File: src/rtl/account_bank.sv
// account_bank: per-user rating store with play counters and a multi-cycle clear-all sweep.
// Define ACCOUNT_BEST_EN to keep a per-user best slot-0 rating; otherwise best_rating is 0.
module account_bank #(
    parameter int NUM_USERS = 4,
    parameter int NUM_RATINGS = 2,
    parameter int RATING_W = 4,
    parameter int CNT_W = 4,
    parameter logic [1:0] EVAL_STATE = 2'd2,
    localparam int USER_W = $clog2(NUM_USERS),
    localparam int SLOT_W = NUM_RATINGS * RATING_W
) (
    input  logic                          clk,
    input  logic                          reset,
    input  logic [1:0]                    state,
    input  logic [SLOT_W-1:0]             rating_in,
    input  logic                          userbtn,
    input  logic                          updatebtn,
    input  logic                          clearbtn,
    input  logic                          clearall,
    output logic [USER_W-1:0]             user,
    output logic                          busy,
    output logic [SLOT_W-1:0]             cur_ratings,
    output logic [CNT_W-1:0]              cur_count,
    output logic [NUM_USERS*SLOT_W-1:0]   all_ratings,
    output logic [RATING_W-1:0]           best_rating
);
    localparam logic IDLE = 1'b0;
    localparam logic SWEEP = 1'b1;
    localparam logic [USER_W-1:0] LAST = USER_W'(NUM_USERS - 1);

    logic [SLOT_W-1:0] ratings [NUM_USERS];
    logic [CNT_W-1:0]  counts  [NUM_USERS];
    logic              fsm;
    logic [USER_W-1:0] idx;
    logic              user_h, upd_h, clr_h, all_h;
    logic              accept, user_p, upd_p, clr_p, all_p;

    assign accept = (state == EVAL_STATE) && (fsm == IDLE);
    assign user_p = accept && userbtn && !user_h;
    assign upd_p  = accept && updatebtn && !upd_h;
    assign clr_p  = accept && clearbtn && !clr_h;
    assign all_p  = accept && clearall && !all_h;
    assign busy   = (fsm == SWEEP);

    always_ff @(posedge clk or negedge reset) begin
        if (!reset) begin
            {user_h, upd_h, clr_h, all_h} <= '0;
            user <= '0;
            fsm  <= IDLE;
            idx  <= '0;
        end else begin
            {user_h, upd_h, clr_h, all_h} <= {userbtn, updatebtn, clearbtn, clearall};
            if (user_p)
                user <= (user == LAST) ? '0 : user + 1'b1;
            if (fsm == SWEEP) begin
                idx <= idx + 1'b1;
                if (idx == LAST)
                    fsm <= IDLE;
            end else if (all_p) begin
                fsm <= SWEEP;
                idx <= '0;
            end
        end
    end

    always_ff @(posedge clk or negedge reset) begin
        if (!reset) begin
            for (int u = 0; u < NUM_USERS; u++) begin
                ratings[u] <= '0;
                counts[u]  <= '0;
            end
        end else begin
            for (int u = 0; u < NUM_USERS; u++) begin
                if ((fsm == SWEEP && idx == USER_W'(u)) || (clr_p && user == USER_W'(u))) begin
                    ratings[u] <= '0;
                    counts[u]  <= '0;
                end else if (upd_p && user == USER_W'(u)) begin
                    ratings[u] <= rating_in;
                    counts[u]  <= (counts[u] == '1) ? counts[u] : counts[u] + 1'b1;
                end
            end
        end
    end

    for (genvar g = 0; g < NUM_USERS; g++) begin : g_all
        assign all_ratings[g*SLOT_W +: SLOT_W] = ratings[g];
    end

    assign cur_ratings = ratings[user];
    assign cur_count   = counts[user];

`ifdef ACCOUNT_BEST_EN
    logic [RATING_W-1:0] best [NUM_USERS];

    always_ff @(posedge clk or negedge reset) begin
        if (!reset) begin
            for (int u = 0; u < NUM_USERS; u++)
                best[u] <= '0;
        end else begin
            for (int u = 0; u < NUM_USERS; u++) begin
                if ((fsm == SWEEP && idx == USER_W'(u)) || (clr_p && user == USER_W'(u)))
                    best[u] <= '0;
                else if (upd_p && user == USER_W'(u) && rating_in[RATING_W-1:0] > best[u])
                    best[u] <= rating_in[RATING_W-1:0];
            end
        end
    end

    assign best_rating = best[user];
`else
    assign best_rating = '0;
`endif
endmodule

File: config.mk
export PLATFORM = sky130hd
export DESIGN_NAME = account_bank
export DESIGN_NICKNAME = d
export VERILOG_FILES = /design/src/rtl/account_bank.sv
export SDC_FILE = /design/constraint.sdc
export NUM_CORES = 1
export LEC_CHECK = 0
export ABC_AREA = 1
export CAP_MARGIN = 0
export CORE_MARGIN = 2
export CORE_UTILIZATION = 57
export CTS_BUF_LIST = sky130_fd_sc_hd__clkbuf_8
export DETAILED_ROUTE_END_ITERATION = 6
export PLACE_DENSITY = 0.9
export SYNTH_ARGS = -nofsm -noshare
export SYNTH_HDL_FRONTEND = slang
export SYNTH_SLANG_ARGS = --single-unit
File: constraint.sdc
create_clock -name clk -period 4.2 [get_ports clk]
set_input_delay 0.84 -clock clk [delete_from_list [all_inputs] [get_ports clk]]
set_output_delay 0.84 -clock clk [all_outputs]
set_load 0.05 [all_outputs]
## Yosys cells after proc, flatten, opt, wreduce, memory -nomap -nowiden

Index checks and enable logic that the tools add are counted.

| storage, ports and cells | value |
|---|---|
| register bits after elaboration | 57 |
| latch bits | 0 |
| memory bits (writable) | 0 |
| memory bits (read-only) | 0 |
| input bits | 16 |
| output and inout bits | 51 |
| logic and storage cells | 111 |
| memories kept | 0 |

| operators by class | value |
|---|---|
| add/sub/neg operators | 6 |
| multipliers | 0 |
| divide/modulo/power cells | 0 |
| magnitude comparators | 1 |
| equal/unequal tests | 15 |
| shifts and indexed selects | 0 |
| mux-type cells | 32 |
| bitwise logic cells | 2 |
| reductions and logical operators | 40 |

Operators with widths:

| kind | number |
|---|---|
| 2-to-1 mux 8 bit | 10 |
| 2-to-1 mux 4 bit | 14 |
| logical AND 1 bit | 21 |
| adder 4 x 1 -> 4 bit (second input constant) | 4 |
| binary-select mux 8 bit (select 2 bit) | 1 |
| equality test 4 bit (second input constant) | 4 |
| equality test 2 bit (second input constant) | 5 |
| nonzero test 2 bit | 5 |
| binary-select mux 4 bit (select 2 bit) | 1 |
| != test 2 bit (second input constant) | 4 |
| AND reduction 2 bit | 4 |
| 2-to-1 mux 2 bit | 3 |
| adder 2 x 1 -> 2 bit (second input constant) | 2 |
| equality test 2 x 1 -> 1 bit (second input constant) | 2 |
| zero test 1 bit | 4 |
| zero test 2 bit | 2 |
| logical OR 1 bit | 4 |
| greater-or-equal comparator 3 bit (second input constant) | 1 |
| 2-to-1 mux 1 bit | 3 |
| inverter 2 -> 3 bit | 1 |
| inverter 1 bit | 1 |

## Depth between registers and ports, before layout

| depth | value |
|---|---|
| depth after elaboration | 8 |
| depth in mapped cells | 9 |
| depth with buffers taken out | 8 |

## Worst setup path after synthesis

OpenSTA, ideal clock, no wires.

| path | value |
|---|---|
| path type | reg2out |
| start point | reg user[0] |
| end point | out cur_count[0] |
| arrival | 2.168 ns |
| data required time | 3.360 ns |
| setup slack | 1.192 ns |
| stages on the path, launching flop included | 4 |
| buffers on the path | 1 |
| path through | dfrtp_1 clkbuf_1 nor2_1 o21ai_0 |

| on the way | value |
|---|---|
| longest elaborated chain between the ends | 4 |

Ends and longest elaborated chain:

| item | RTL line | source |
|---|---|---|
| start, declared | 20 | `output logic [USER_W-1:0] user,` |
| start signal, assigned | 54 | `user <= (user == LAST) ? '0 : user + 1'b1;` |
| inverter 2 -> 3 bit (implied by the code) | 90 | `assign cur_count = counts[user];` |
| binary-select mux 4 bit (select 2 bit) | 90 |  |
| 2-to-1 mux 4 bit (implied by the code) (2 in series) | 90 |  |
| end, declared | 23 | `output logic [CNT_W-1:0] cur_count,` |

No other way between the ends. The select of a mux whose other input is x is not followed.

## Worst setup path in the final report

| path | value |
|---|---|
| start point | reg user[1] |
| end point | out cur_ratings[6] |

| on the way | value |
|---|---|
| longest elaborated chain between the ends | 4 |

Ends and longest elaborated chain:

| item | RTL line | source |
|---|---|---|
| inverter 2 -> 3 bit (implied by the code) | 89 | `assign cur_ratings = ratings[user];` |
| binary-select mux 8 bit (select 2 bit) | 89 |  |
| 2-to-1 mux 8 bit (implied by the code) (2 in series) | 89 |  |
| end, declared | 22 | `output logic [SLOT_W-1:0] cur_ratings,` |

No other way between the ends. The select of a mux whose other input is x is not followed.

==> impl_metrics.env <==
export IMPL_rsz0062_at_grt="false"
export IMPL_ctsResizeCount=0
export IMPL_grt_max_degree=33
export IMPL_fin_crit_sh_pct=81.9
export IMPL_met3_length_um=714
export IMPL_die_area_um2=6210
export IMPL_ioPinCount=67
export IMPL_clk_pin_slew_ns=0.06
export IMPL_fillCellCount=408
export IMPL_p_leak_nw=2.03
export IMPL_cts_buffers_inserted=9
export IMPL_routed_wl_um=8420
export IMPL_crit_path_end_kind="primary output"
export IMPL_clock_sinks=57
export IMPL_setup_ws_ns=0.762
export IMPL_cp_required_ns=3.36
export IMPL_crit_buf_inv=2
export IMPL_yosys_warnings=0
export IMPL_grt_ovfl_total=0
export IMPL_clock_root_buffer="clkbuf_8"
export IMPL_clk_latency_ns=0.35
export IMPL_synth_top_cell_area_share_pct=44.7
export IMPL_highest_layer="met4"
export IMPL_gp_congestion=0.838
export IMPL_core_area_um2=5440
export IMPL_postSynthCellCount=396
export IMPL_syn_area_um2=3190
export IMPL_synth_top_area_cell="dfrtp_1"
export IMPL_cts_buffer_depth=2
export IMPL_power_density_nw_per_um2=824
export IMPL_path_class="reg -> out"
export IMPL_path_cells="inv_1 > o21ai_0 > o22ai_1 > clkdlybuf4s50_1"
export IMPL_post_drt_wl_per_cell_um=15.6
export IMPL_peakVddDrop_uv=633
export IMPL_synth_cell_types=27
export IMPL_die_h_um=78.8
export IMPL_slew_headroom_pct=52.8
export IMPL_rows=27
export IMPL_fin_tns_setup_ns=0
export IMPL_worstMarginPinSlew_ns=0.708
export IMPL_min_period_ns=3.44
export IMPL_skew_ns=0.00690
export IMPL_syn_area_per_cell_um2=8.06
export IMPL_vias=3049
export IMPL_crit_family="buffers and inverters"
export IMPL_grt_pass1_wl_um=14600
export IMPL_seq_area_frac_synth_pct=44.7
export IMPL_antenna_found_initial=0
export IMPL_htreeDepth=3
export IMPL_slowest_delay_ns=0.83
export IMPL_viasPerCell=5.67
export IMPL_route_met2_wl_um=4140
export IMPL_dp_hpwl_um=5890
export IMPL_drt_iter0_markers=138
export IMPL_start_kind="flop"
export IMPL_final_setup_viol_count=0
export IMPL_grt_pass1_vias=3097
export IMPL_drive_gt1_share_pct=9.23
export IMPL_cts_tree="done"
export IMPL_io_buffers=62
export IMPL_slowest_stage="clkdlybuf4s50_1"
export IMPL_layout_commonest_cell="nand2_1"
export IMPL_postRouteAntennaNets=0
export IMPL_drt_met1_wl_um=3360
export IMPL_start_util_pct=58.7
export IMPL_outcome="finished clean"
export IMPL_max_cap_violations=0
export IMPL_syn2layout_area_growth_pct=26.6
export IMPL_cp_arrival_ns=2.60
export IMPL_layout_common_cells="nand2_1 (115), clkdlybuf4s50_1 (61), dfrtp_1 (57), nor2_1 (42), nand3_1 (32)"
export IMPL_critical_path_max_fanout=16
export IMPL_final_hold_viol_count=0
export IMPL_synthTopCellsByArea="dfrtp_1 (45%), nand2_1 (14%), nand3_1 (5.0%)"
export IMPL_finalMaxSlewViolations=0
export IMPL_synth_seq_cells=57
export IMPL_grt_use_total_pct=30.6
export IMPL_post_cts_repair_setup_buffers=0
export IMPL_post_place_ws_ns=1.18
export IMPL_nets=489
export IMPL_holdBufCountCts=0
export IMPL_max_freq_mhz=291
export IMPL_drc=0
export IMPL_drtPass1Iterations=5
export IMPL_antenna_cells=0
export IMPL_die_w_um=78.8
export IMPL_hold_path_class="reg -> reg"
## power by group
part / leakage [nW] / internal [mW] / switching (mW) / total (mW)
combinational: 1.16 / 0.587 / 1.35 / 1.93
clock: 0.0995 / 0.285 / 0.226 / 0.511
sequential: 0.768 / 0.707 / 0.177 / 0.883
## routing by layer
layer,global-route usage (%),vias to the layer above
met2,49.0,135
li1,-,1436
met4,15.2,0
met1,39.7,1455
met5,0,-
met3,6.25,23
## worst reg2reg max path, stage by stage (launching register included)
cell and delay [ns]:
dfrtp_1 0.59, inv_1 0.39, ha_1 0.35, nand4_1 0.15, inv_1 0.07, nor2_2 0.42
nand2_1 0.11, nand2_1 0.09
## worst paths after layout
kind / cells after the start / end / start / slack [ns]
hold / removal: 2 / all_ratings[14] / all_ratings[14] / 0.50
hold reg to reg: 2 / all_ratings[14] / all_ratings[14] / 0.50
max in group asynchronous: 2 / all_ratings[29] / reset / 2.86
setup / recovery: 4 / cur_ratings[6] / user[1] / 0.76
min in group asynchronous: 1 / user_h / reset / 0.54
setup reg to reg: 7 / all_ratings[7] / user[1] / 1.98
## per-stage QoR
step	total power [mW]	utilization [%]	instance area (µm²)	cells	hold WS [ns]
2_1_floorplan	2.17	-	3200	399	0.509
3_5_place_dp	2.81	70.7	3840	522	0.481
4_1_cts	3.33	74.3	4040	538	0.501
3_3_place_gp	2.77	70.7	3840	522	0.472
5_1_grt	3.51	74.3	4040	538	0.529
6_report	3.33	74.3	4040	538	0.498
## cells by family after synthesis
family                   count (synthesis)  share of synthesized area (%)
other                                    1                          0.118
adder cells (fa/ha/maj)                 12                           4.71
XOR/XNOR                                 5                           1.37
AND/OR/NAND/NOR                        230                           34.8
buffers and inverters                   42                           6.00
flip-flops                              57                           44.7
AO/OA/AOI/OAI                           49                           8.27
## cell usage after synthesis
cell type  count
nor2_1        42
a21oi_1        5
dfrtp_1       57
nand3_1       32
buf_4          4
clkinv_1       1
nand3_4        2
clkbuf_1       5
nor2_2         8
nor2_4         1
inv_2          4
o21ai_0       30
buf_2          3
buf_6          2
nand2_1      115
nand2_2        1
xor2_1         5
o22ai_1       11
nand2_4        4
nand4_1       19
nand3b_1       2
nor2_8         4
ha_1          12
a21boi_0       1
conb_1         1
inv_1         23
a31oi_1        2
## sequential cells by signal, summed over array words and instances (netlist names)
name and count:
all_ratings 32, counts 16, idx 2, user 2, all_h 1, busy 1
clr_h 1, upd_h 1, user_h 1
## final cells by class
class	instances	area, µm²	area share, %
timing repair buffer	65	638	15.8
inverter	28	105	2.60
clock inverter	6	58.8	1.46
multi-input combinational	300	1580	39.2
clock buffer	10	138	3.41
tap	72	90.1	2.23
sequential	57	1430	35.3
Note: power is estimated with default switching activity, not from simulation.
